==> config.mk <==
export PLATFORM = sky130hd
export DESIGN_NAME = bbox_msg_reader_flat
export DESIGN_NICKNAME = d
export VERILOG_FILES = /design/src/rtl/bbox_msg_reader_if.sv /design/src/rtl/bbox_msg_reader.sv /design/src/flat_wrapper.sv
export SDC_FILE = /design/constraint.sdc
export NUM_CORES = 1
export LEC_CHECK = 0
export ABC_AREA = 1
export ABC_CLOCK_PERIOD_IN_PS = 1800
export CAP_MARGIN = 20
export CELL_PAD_IN_SITES_DETAIL_PLACEMENT = 0
export CELL_PAD_IN_SITES_GLOBAL_PLACEMENT = 1
export CORE_MARGIN = 10
export CORE_UTILIZATION = 36
export CTS_BUF_LIST = sky130_fd_sc_hd__clkbuf_16
export DETAILED_ROUTE_END_ITERATION = 8
export PLACE_DENSITY_LB_ADDON = 0.05
export SLEW_MARGIN = 10
export SYNTH_ARGS = -nofsm -noshare
export SYNTH_HDL_FRONTEND = slang
export SYNTH_SLANG_ARGS = --single-unit
==> constraint.sdc <==
create_clock -name clk -period 1.8 [get_ports clk]
set_input_delay 0.36 -clock clk [delete_from_list [all_inputs] [get_ports clk]]
set_output_delay 0.36 -clock clk [all_outputs]
set_load 0.01 [all_outputs]
==> src/rtl/bbox_msg_reader_if.sv <==
// Bus bundle for bbox_msg_reader: the Avalon-MM master signals toward the
// image processor's message port, plus the decoded-box valid/ready output.
interface bbox_msg_reader_if;
  logic        m_chipselect;
  logic        m_read;
  logic        m_write;
  logic [2:0]  m_address;
  logic [31:0] m_writedata;
  logic [31:0] m_readdata;

  logic        bb_valid;
  logic        bb_ready;
  logic [10:0] bb_x_min;
  logic [10:0] bb_y_min;
  logic [10:0] bb_x_max;
  logic [10:0] bb_y_max;
  logic        bb_found;

  // Reader side: drives the bus strobes and presents boxes.
  modport master (
    output m_chipselect, m_read, m_write, m_address, m_writedata,
    input  m_readdata,
    output bb_valid, bb_x_min, bb_y_min, bb_x_max, bb_y_max, bb_found,
    input  bb_ready
  );

  // Slave/consumer side: answers reads and accepts boxes.
  modport slave (
    input  m_chipselect, m_read, m_write, m_address, m_writedata,
    output m_readdata,
    input  bb_valid, bb_x_min, bb_y_min, bb_x_max, bb_y_max, bb_found,
    output bb_ready
  );
endinterface

==> src/rtl/bbox_msg_reader.sv <==
// bbox_msg_reader: polls the image processor's status register, pops message
// words one at a time, frames the three-word red-box message (ID, top-left,
// bottom-right) and presents each decoded box on a valid/ready output.
module bbox_msg_reader #(
  parameter int unsigned POLL_INTERVAL = 16,
  parameter logic [31:0] MSG_ID        = 32'h0052_4242
) (
  input  logic               clk,
  input  logic               reset_n,
  input  logic               enable,
  input  logic               flush_req,
  bbox_msg_reader_if.master  bus,
  output logic [15:0]        msg_count,
  output logic [7:0]         err_count
);

  typedef enum logic [2:0] {
    POLL, ST_REQ, ST_CAP, MSG_REQ, MSG_CAP, OUT, FLUSH
  } state_t;

  localparam logic [15:0] TIMER_LOAD = 16'(POLL_INTERVAL - 1);

  state_t      state;
  logic [15:0] timer;
  logic [7:0]  avail;
  logic [1:0]  idx;
  logic        flush_pend;

  // Top-left corner staged while the frame is incomplete.
  logic [10:0] x_min_s, y_min_s;

  // Presented box; only updated when a complete frame is decoded.
  logic [10:0] x_min_q, y_min_q, x_max_q, y_max_q;
  logic        found_q;

  logic [31:0] w;
  logic        w_is_id;
  logic        w_bad;
  logic        box_done;
  logic [7:0]  err_inc;

  assign w        = bus.m_readdata;
  assign w_is_id  = (w == MSG_ID);
  // Coordinates are 11 bits; any set bit above them marks a corrupt word.
  assign w_bad    = (w[31:27] != 5'd0) || (w[15:11] != 5'd0);
  assign box_done = (idx == 2'd2) && !w_is_id && !w_bad;
  assign err_inc  = (err_count == 8'hFF) ? err_count : err_count + 8'd1;

  // Bus strobes decoded from state alone, so each is a single-cycle pulse.
  assign bus.m_chipselect = (state == ST_REQ) || (state == MSG_REQ) || (state == FLUSH);
  assign bus.m_read       = (state == ST_REQ) || (state == MSG_REQ);
  assign bus.m_write      = (state == FLUSH);
  assign bus.m_address    = (state == MSG_REQ) ? 3'd1 : 3'd0;
  assign bus.m_writedata  = (state == FLUSH) ? 32'h0000_0010 : 32'h0;
  assign bus.bb_valid     = (state == OUT);
  assign bus.bb_x_min     = x_min_q;
  assign bus.bb_y_min     = y_min_q;
  assign bus.bb_x_max     = x_max_q;
  assign bus.bb_y_max     = y_max_q;
  assign bus.bb_found     = found_q;

  // Poll / pop / frame state machine with its counters and box registers.
  always_ff @(posedge clk) begin
    if (!reset_n) begin
      state      <= POLL;
      timer      <= 16'd0;
      avail      <= 8'd0;
      idx        <= 2'd0;
      flush_pend <= 1'b0;
      x_min_s    <= '0;
      y_min_s    <= '0;
      x_min_q    <= '0;
      y_min_q    <= '0;
      x_max_q    <= '0;
      y_max_q    <= '0;
      found_q    <= 1'b0;
      msg_count  <= 16'd0;
      err_count  <= 8'd0;
    end else begin
      // NOTE: non-blocking throughout, so every branch below sees the pre-edge
      // avail/idx/flush_pend, and the FLUSH clear wins over a same-cycle set.
      if (flush_req) flush_pend <= 1'b1;

      unique case (state)
        POLL: begin
          if (flush_pend) begin
            state <= FLUSH;
          end else if (timer == 16'd0) begin
            if (enable) state <= ST_REQ;
          end else begin
            timer <= timer - 16'd1;
          end
        end

        ST_REQ: state <= ST_CAP;

        ST_CAP: begin
          avail <= w[15:8];
          if (w[15:8] == 8'd0) begin
            state <= POLL;
            timer <= TIMER_LOAD;
          end else begin
            state <= MSG_REQ;
          end
        end

        MSG_REQ: begin
          avail <= avail - 8'd1;
          state <= MSG_CAP;
        end

        MSG_CAP: begin
          unique case (idx)
            2'd0: begin
              if (w_is_id) idx <= 2'd1;
              else         err_count <= err_inc;
            end
            2'd1: begin
              if (w_is_id) begin
                err_count <= err_inc;
              end else if (w_bad) begin
                err_count <= err_inc;
                idx       <= 2'd0;
              end else begin
                x_min_s <= w[26:16];
                y_min_s <= w[10:0];
                idx     <= 2'd2;
              end
            end
            default: begin
              if (w_is_id) begin
                err_count <= err_inc;
                idx       <= 2'd1;
              end else if (w_bad) begin
                err_count <= err_inc;
                idx       <= 2'd0;
              end else begin
                x_min_q <= x_min_s;
                y_min_q <= y_min_s;
                x_max_q <= w[26:16];
                y_max_q <= w[10:0];
                found_q <= (x_min_s <= w[26:16]);
                idx     <= 2'd0;
              end
            end
          endcase
          // A partial frame re-polls status immediately instead of idling.
          if (box_done)            state <= OUT;
          else if (avail != 8'd0)  state <= MSG_REQ;
          else                     state <= ST_REQ;
        end

        OUT: begin
          if (bus.bb_ready) begin
            msg_count <= msg_count + 16'd1;
            if (avail != 8'd0) begin
              state <= MSG_REQ;
            end else begin
              state <= POLL;
              timer <= TIMER_LOAD;
            end
          end
        end

        FLUSH: begin
          flush_pend <= 1'b0;
          idx        <= 2'd0;
          avail      <= 8'd0;
          state      <= POLL;
          timer      <= TIMER_LOAD;
        end

        default: state <= POLL;
      endcase
    end
  end

endmodule

==> src/flat_wrapper.sv <==
// flat-port wrapper written by rule: the top's interface ports become plain ports
module bbox_msg_reader_flat 
#(
  parameter int unsigned POLL_INTERVAL = 16,
  parameter logic [31:0] MSG_ID        = 32'h0052_4242
)
  (clk, reset_n, enable, flush_req, msg_count, err_count, bus_m_chipselect, bus_m_read, bus_m_write, bus_m_address, bus_m_writedata, bus_m_readdata, bus_bb_valid, bus_bb_x_min, bus_bb_y_min, bus_bb_x_max, bus_bb_y_max, bus_bb_found, bus_bb_ready);
  bbox_msg_reader_if bus_i ();
  input  logic clk;
  input  logic reset_n;
  input  logic enable;
  input  logic flush_req;
  output logic [15:0] msg_count;
  output logic [7:0] err_count;
  output wire logic [$bits(bus_i.m_chipselect)-1:0] bus_m_chipselect;
  output wire logic [$bits(bus_i.m_read)-1:0] bus_m_read;
  output wire logic [$bits(bus_i.m_write)-1:0] bus_m_write;
  output wire logic [$bits(bus_i.m_address)-1:0] bus_m_address;
  output wire logic [$bits(bus_i.m_writedata)-1:0] bus_m_writedata;
  input wire logic [$bits(bus_i.m_readdata)-1:0] bus_m_readdata;
  output wire logic [$bits(bus_i.bb_valid)-1:0] bus_bb_valid;
  output wire logic [$bits(bus_i.bb_x_min)-1:0] bus_bb_x_min;
  output wire logic [$bits(bus_i.bb_y_min)-1:0] bus_bb_y_min;
  output wire logic [$bits(bus_i.bb_x_max)-1:0] bus_bb_x_max;
  output wire logic [$bits(bus_i.bb_y_max)-1:0] bus_bb_y_max;
  output wire logic [$bits(bus_i.bb_found)-1:0] bus_bb_found;
  input wire logic [$bits(bus_i.bb_ready)-1:0] bus_bb_ready;
  assign bus_m_chipselect = bus_i.m_chipselect;
  assign bus_m_read = bus_i.m_read;
  assign bus_m_write = bus_i.m_write;
  assign bus_m_address = bus_i.m_address;
  assign bus_m_writedata = bus_i.m_writedata;
  assign bus_i.m_readdata = bus_m_readdata;
  assign bus_bb_valid = bus_i.bb_valid;
  assign bus_bb_x_min = bus_i.bb_x_min;
  assign bus_bb_y_min = bus_i.bb_y_min;
  assign bus_bb_x_max = bus_i.bb_x_max;
  assign bus_bb_y_max = bus_i.bb_y_max;
  assign bus_bb_found = bus_i.bb_found;
  assign bus_i.bb_ready = bus_bb_ready;
  bbox_msg_reader #(.POLL_INTERVAL(POLL_INTERVAL), .MSG_ID(MSG_ID)) u_core (.clk(clk), .reset_n(reset_n), .enable(enable), .flush_req(flush_req), .bus(bus_i), .msg_count(msg_count), .err_count(err_count));
endmodule
; Word-level counts from Yosys, hierarchy flattened
; Index checks and enable logic that the tools add are counted.
[totals]
out_inout_bits = 108
in_bits = 37
ff_bits = 121
elab_cells = 99
[op_classes]
reduce_logical = 27
eq_ne = 20
addsub = 4
n_lt_le_gt_ge = 1
n_bitwise = 4
n_mux = 29
[op_table]
columns = operator, count
row1 = $mux 16, 5
row2 = $pmux 16 s4, 1
row3 = $mux 8, 5
row4 = $eq 32x23->1 const B, 1
row5 = $pmux 8 s3, 1
row6 = $pmux 3 s6, 1
row7 = $add 16x1->16 const B, 1
row8 = $logic_not 16->1, 1
row9 = $sub 16x1->16 const B, 1
row10 = $mux 3, 5
row11 = $mux 2, 6
row12 = $le 11x11->1, 1
row13 = $reduce_bool 5->1, 2
row14 = $eq 3x3->1 const B, 3
row15 = $reduce_and 3->1, 3
row16 = $add 8x1->8 const B, 1
row17 = $eq 8x8->1 const B, 1
row18 = $logic_not 8->1, 1
row19 = $ne 2x2->1 const B, 4
row20 = $pmux 2 s2, 2
row21 = $reduce_and 4->1, 2
row22 = $reduce_bool 8->1, 1
row23 = $sub 8x1->8 const B, 1
row24 = $eq 3x2->1 const B, 2
row25 = 21 further kinds, 33

; Logic depth before layout (Yosys ltp)
; Gate-level depths: netlist of run 1.
[logic_depth]
word_depth = 6
ltp_mapped = 11
ltp_nobuf = 11

; Worst setup path after synthesis of run 1
; No wires, ideal clock.
[synth_path]
path_type = register to register
start = register u_core.timer[0]
end = register u_core.timer[10]
n_path_buf = 1
t_required_ns = 1.730
arrival_time_ns = 1.477
period_less_slack_ns = 1.547
path_slack_ns = 0.253
stages_incl_launch_ff = 12
path_cell_list = dfxtp_1 > inv_1 > ha_1 > nand2_2 > nor2_4 > nand3_2 > nand2_2 > nand2_4 > nand2_4 > buf_6 > nand2_1 > a21oi_1
[synth_via]
elab_chain_len = 4
[synth_lines]
columns = item, line
row1 = "start, declared", bbox_msg_reader.sv:24  ; logic [15:0] timer;
row2 = "start signal, assigned", bbox_msg_reader.sv:91  ; timer <= timer - 16'd1;
row3 = $sub 16x1->16, bbox_msg_reader.sv:91
row4 = $mux 16, bbox_msg_reader.sv:88  ; end else if (timer == 16'd0) begin
row5 = $mux 16, bbox_msg_reader.sv:86  ; if (flush_pend) begin
row6 = $pmux 16 s4, bbox_msg_reader.sv:84  ; unique case (state)
; Several ways; a longest one is shown, not always the timed one. The select of a mux whose other input is x is not followed.
; A chain may end at the register's enable or synchronous reset.

; Worst setup path in the final report of run 1
[layout_path]
start = register u_core.err_count[7]
end = output port err_count[7]
[layout_lines]
columns = item, line
row1 = "start, declared", bbox_msg_reader.sv:14  ; output logic [7:0] err_count
row2 = "start signal, assigned", bbox_msg_reader.sv:116  ; else err_count <= err_inc;
row3 = "start signal, assigned", bbox_msg_reader.sv:120  ; err_count <= err_inc;
row4 = "start signal, assigned", bbox_msg_reader.sv:122  ; err_count <= err_inc;
row5 = "end, declared", flat_wrapper.sv:14  ; output logic [7:0] err_count;
; No word-level cell between the ends.

==> results_dict.tcl, run 1 <==
set metrics [dict create \
    finClkSkew_ns 0.00686 \
    syn_area_um2 6280 \
    die_w_um 152 \
    ys_seq_area_frac 0.386 \
    cp_max_fo 4 \
    drive_gt1_frac 0.146 \
    start_util 0.365 \
    antenna_found_initial 2 \
    peakVddDrop_v 0.000759 \
    grt_pass1_vias 6224 \
    placed_area_um2 8060 \
    cp.depth 1 \
    io_buffers 111 \
    cap_violations 0 \
    io_pins 145 \
    crit_type "reg -> out" \
    stdcell_count 1328 \
    cts_tree "built" \
    grt_max_degree 85 \
    core_area_um2 17200 \
    fmax_mhz 574 \
    fin_area_um2 8770 \
    ys_warn_count 0 \
    via_per_inst 4.59 \
    dp_hpwl_um 13900 \
    slew_violations 0 \
    grt-ovfl-total 0 \
    path_delay_family "buffers and inverters" \
    cts_hold_buf 0 \
    rsz0062_at_grt "true" \
    placedCellCount 1293 \
    yosys.area.top_type_share 0.386 \
    first_pass_iters 4 \
    outcome "completed" \
    cp_data_required_time_ns 1.44 \
    path_cells "clkdlybuf4s50_1" \
    grt_pass1_wl_um 31100 \
    critPathMaxStageDelay_ns 0.57 \
    insertion_delay_ns 0.42 \
    p_per_area_nw_per_um2 1240 \
    gp_congestion 0.789 \
    cp-start-kind "flop" \
    drt_wl_total_um 18800 \
    rr_worst_depth 9 \
    cts.reportedPaths.clkPinSlew_ns 0.06 \
    clockBufferDepth 2 \
    h-tree-depth 4 \
    groute.usage.overall 0.161 \
    ys_ff_latch 121 \
    routedWlPerCell_um 14.1 \
    critPathBufInv 1 \
    area_delta_synth_final_pct 39.7 \
    cts_buffers 17 \
    avgSynthCellArea_um2 6.91 \
    end_kind "output pin" \
    vias 6094 \
    synth_top_cell_by_area "dfxtp_1" \
    synthTopCellsByArea "dfxtp_1 (39%), nor2_1 (10%), nand2_1 (8.3%)" \
    drtIter0Drc 271 \
    holdWs_ns 0.237 \
    worstHoldPathCells 3 \
    fin_crit_ns 1.74 \
    postRouteAntennaNets 0 \
    crit_slowest_cell "clkdlybuf4s50_1" \
    nNetsFinal 1142 \
    ys_types 40 \
    die_h_um 152 \
    rows 48 \
    synthesis.instances 908 \
    cts_root_buf "clkbuf_16" \
    drc 0 \
    cts.sink_count 121 \
    hold_viol_final 0 \
    die_area_um2 23100 \
    cellLeakagePower_nw 3.99 \
    worstPathArrival_ns 1.38 \
    fill_cells 1816 \
    setup_viol 0 \
    hold_path_class "in -> reg" \
    finalCritPeriodShare 0.968 \
]
where the power goes:
part	internal (mW)	total, mW	leakage [nW]	switching (mW)
registers	2.96	3.23	0.984	0.274
clock network	2.29	3.54	0.291	1.25
logic	1.71	4.14	2.71	2.43
per-layer routing:
| layer | track usage | part of all wire |
|---|---|---|
| met3 | 0.0564 | 0.061 |
| met4 | 0.0463 | 0.011 |
| met5 | 0 | 0.00048 |
| met2 | 0.275 | 0.48 |
| met1 | 0.184 | 0.45 |
metrics by stage:
stage | setup TNS (ns) | util | setup WS [ns] | total power [mW]
CTS | 0 | 0.506 | 0.00156 | 10.9
global route | -0.0273 | 0.510 | -0.0115 | 11.8
detailed placement | -37.10 | 0.469 | -0.482 | 7.36
global placement | -36.02 | 0.469 | -0.464 | 7.35
floorplan | 0 | - | 0.253 | 6.11
finish | 0 | 0.510 | 0.0576 | 10.9
registers in the layout, indices dropped and copies added (netlist names):
| register | cells |
|---|---|
| u_core.err_count | 8 |
| u_core.avail | 8 |
| u_core.timer | 16 |
| u_core.x_min_s | 11 |
| u_core.msg_count | 16 |
| u_core.bus.bb_y_max | 11 |
| u_core.idx | 2 |
| u_core.flush_pend | 1 |
| u_core.bus.bb_x_max | 11 |
| u_core.y_min_s | 11 |
| u_core.state | 3 |
| u_core.bus.bb_x_min | 11 |
| u_core.bus.bb_found | 1 |
| u_core.bus.bb_y_min | 11 |
synth_stat cells (all sizes together):
cell,n
nand2,147
clkbuf,15
a21oi,94
nor3,13
and2,2
o21bai,1
nand4,15
conb,1
xnor2,8
o21ai,98
o211ai,2
dfxtp,121
inv,89
a221oi,1
nor3b,2
nand3,42
o31ai,1
buf,48
xor2,6
o21a,1
clkinv,3
nor4,1
o2111ai,1
nor2,178
a211oi,2
ha,16
cell families (layout without fill, tap and decap cells):
group | Yosys count | count (layout) | share of synthesized area
AO/OA/AOI/OAI | 201 | 201 | 0.165
XOR/XNOR | 14 | 14 | 0.0195
flip-flops | 121 | 121 | 0.386
AND/OR/NAND/NOR | 400 | 400 | 0.273
other | 1 | 34 | 0.000597
buffers and inverters | 155 | 317 | 0.123
adder cells (fa/ha/maj) | 16 | 16 | 0.0319
repair_timing:
action	4_1_cts	5_1_grt
pin swaps	0	5
resized for setup	21	25
setup buffers	0	2
endpoints found under the setup margin	47	84
path summary, 6_finish.rpt:
check,startpoint,endpoint,slack (ns)
worst min register to register,u_core.timer[15]$_SDFFE_PN0P_,u_core.timer[15]$_SDFFE_PN0P_,0.48
worst max-delay path,u_core.err_count[7]$_SDFFE_PN0P_,err_count[7],0.06
worst max register to register,u_core.state[1]$_SDFFE_PN0P_,u_core.bus.bb_x_min[3]$_SDFFE_PN0P_,0.16
worst min-delay path,reset_n,u_core.msg_count[11]$_SDFFE_PN0P_,0.24
layout make-up:
type	count	area, um2	area share
Multi-Input combinational cell	664	3240	0.369
Sequential cell	121	2440	0.278
Timing Repair Buffer	193	1850	0.211
Clock buffer	17	425	0.0485
Inverter	92	348	0.0397
Tap cell	225	282	0.0321
Clock inverter	15	183	0.0208
Antenna cell	1	2.50	0.000285
cells in the final DEF, fill, tap and decap left out, types with 3 or more instances in the layout:
cell / instances
inv_2: 8
nor2_4: 5
xnor2_1: 8
nor3_1: 12
inv_1: 81
clkinv_1: 5
ha_1: 16
nand3_1: 39
dlymetal6s2s_1: 7
o21ai_1: 9
a21oi_1: 93
dfxtp_1: 111
nand2_2: 9
bufinv_16: 4
buf_4: 71
xor2_1: 6
o21ai_0: 88
clkbuf_16: 17
nand4_1: 15
dfxtp_2: 8
nand2_1: 136
clkdlybuf4s50_1: 96
clkinvlp_4: 3
nor2_1: 168
buf_12: 9
clkinv_2: 4
dlygate4sd2_1: 4
nor2_2: 5
conb_1: 33
(Power assumes the default switching activity.)
==> inputs of run 2 (changes only) <==
- REMOVE_ABC_BUFFERS: not set -> 1
- SKIP_CTS_REPAIR_TIMING: not set -> 1
==> results_dict.tcl, run 2 (synthesis gave the netlist of run 1 again) <==
set metrics [dict create \
    outcome "completed" \
    setup_viol 0 \
    crit_slowest_cell "clkdlybuf4s50_1" \
    critPathBufInv 1 \
    end_kind "output pin" \
    drtIter0Drc 206 \
    nNetsFinal 1140 \
    diodes 0 \
    cp_data_required_time_ns 1.44 \
    hold_viol_final 0 \
    dp_hpwl_um 13700 \
    timing.rr.end "u_core.bus.bb_y_min[2]$_SDFFE_PN0P_" \
    worstPathArrival_ns 1.38 \
    grt_pass1_vias 5905 \
    holdWs_ns 0.306 \
    final_common_cell "nor2_1" \
    cts.sink_count 121 \
    fill_cells 1791 \
    path_cells "clkdlybuf4s50_1" \
    io_buffers 111 \
    placed_area_um2 8020 \
    rrSetupSlack_ns 0.19 \
    cts.reportedPaths.clkPinSlew_ns 0.06 \
    h-tree-depth 4 \
    drc 0 \
    finClkSkew_ns 0.00815 \
    path_delay_family "buffers and inverters" \
    grt_max_degree 75 \
    area_delta_synth_final_pct 38.6 \
    io_pins 145 \
    r2r-start "u_core.state[0]$_SDFFE_PN0P_" \
    utilization 0.506 \
    cellLeakagePower_nw 4.15 \
    gp_congestion 0.815 \
    routedWlPerCell_um 14.1 \
    grt_pass1_wl_um 30000 \
    postRouteAntennaNets 0 \
    insertion_delay_ns 0.42 \
    rows 48 \
    vias 6120 \
    clockBufferDepth 2 \
    die_h_um 152 \
    via_per_inst 4.62 \
    reg_top3 "u_core.msg_count (16), u_core.timer (16)" \
    cp-start-kind "flop" \
    fmax_mhz 575 \
    hold_path_class "in -> reg" \
    p_per_area_nw_per_um2 1190 \
    cts_root_buf "clkbuf_16" \
    cp.depth 1 \
    layout_common_cells "nor2_1 (167), nand2_1 (137), dfxtp_1 (116)" \
    cts_buffers 17 \
    multiInputGateArea_um2 3220 \
    drt_wl_total_um 18700 \
    core_area_um2 17200 \
    start_util 0.365 \
    slew_violations 0 \
    crit_type "reg -> out" \
    peakVddDrop_v 0.000719 \
    seq_area_um2 2430 \
    first_pass_iters 6 \
    groute.usage.overall 0.156 \
    fin_area_um2 8700 \
    cts_tree "built" \
    drive_gt1_frac 0.137 \
    fin_crit_ns 1.74 \
    die_area_um2 23100 \
    cp_max_fo 4 \
    finalCritPeriodShare 0.965 \
    antenna_found_initial 0 \
    die_w_um 152 \
    startpoint "u_core.err_count[4]$_SDFFE_PN0P_" \
    rr_worst_depth 9 \
    critPathMaxStageDelay_ns 0.56 \
    grt-ovfl-total 0 \
    cap_violations 0 \
    endpoint "err_count[4]" \
]
[run 2: cell count changes in the layout (fill, tap and decap cells not counted), moves of 3 or more]
cell / change
nor2_2: +3
buf_4: -3
dlymetal6s2s_1: +11
clkdlybuf4s50_1: -4
dfxtp_1: +5
dfxtp_2: -3
bufinv_16: -3
dlygate4sd2_1: -4
[run 2: worst min path at each step]
| stage | from | end | slack, ns | cells after the start |
|---|---|---|---|---|
| finish | bus_m_readdata[12] | u_core.avail[4]$_SDFFE_PN0P_ | 0.31 | 3 |
| global route | bus_m_readdata[12] | u_core.avail[4]$_SDFFE_PN0P_ | 0.33 | 3 |
| CTS | reset_n | u_core.msg_count[5]$_SDFFE_PN0P_ | 0.39 | 4 |
| detailed placement | u_core.y_min_s[0]$_SDFFE_PN0P_ | u_core.bus.bb_y_min[0]$_SDFFE_PN0P_ | 0.47 | 2 |
| global placement | u_core.y_min_s[6]$_SDFFE_PN0P_ | u_core.y_min_s[6]$_SDFFE_PN0P_ | 0.47 | 2 |
| floorplan | u_core.y_min_s[0]$_SDFFE_PN0P_ | u_core.bus.bb_y_min[0]$_SDFFE_PN0P_ | 0.45 | 2 |
[run 2: area by class of cell]
class	instances	share of cell area
Clock inverter	15	0.0128
Sequential cell	121	0.279
Clock buffer	17	0.0489
Multi-Input combinational cell	664	0.370
Timing Repair Buffer	191	0.216
Tap cell	225	0.0324
Inverter	92	0.0400
[run 2: power by group]
part | internal, mW | switching [mW]
Clock | 1.87 | 1.27
Combinational | 1.58 | 2.39
Sequential | 2.95 | 0.265
Total | 6.39 | 3.92
[run 2: per-layer routing]
layer	GRT usage	wire length [um]	vias up
li1	-	-	3257
met1	0.192	8550	2739
met2	0.250	8800	107
met3	0.0559	1150	17
met4	0.0495	211	0
met5	0	0	-
[run 2: metrics by stage]
stage	setup TNS [ns]	setup WS, ns	total power [mW]	std cells
6_report	0	0.0622	10.3	1325
4_1_cts	-1.86	-0.368	10.4	1321
3_3_place_gp	-28.24	-0.341	7.24	1289
2_1_floorplan	-23.26	-0.667	5.88	877
3_5_place_dp	-29.27	-0.373	7.23	1289
5_1_grt	-0.0220	-0.0220	11.1	1325
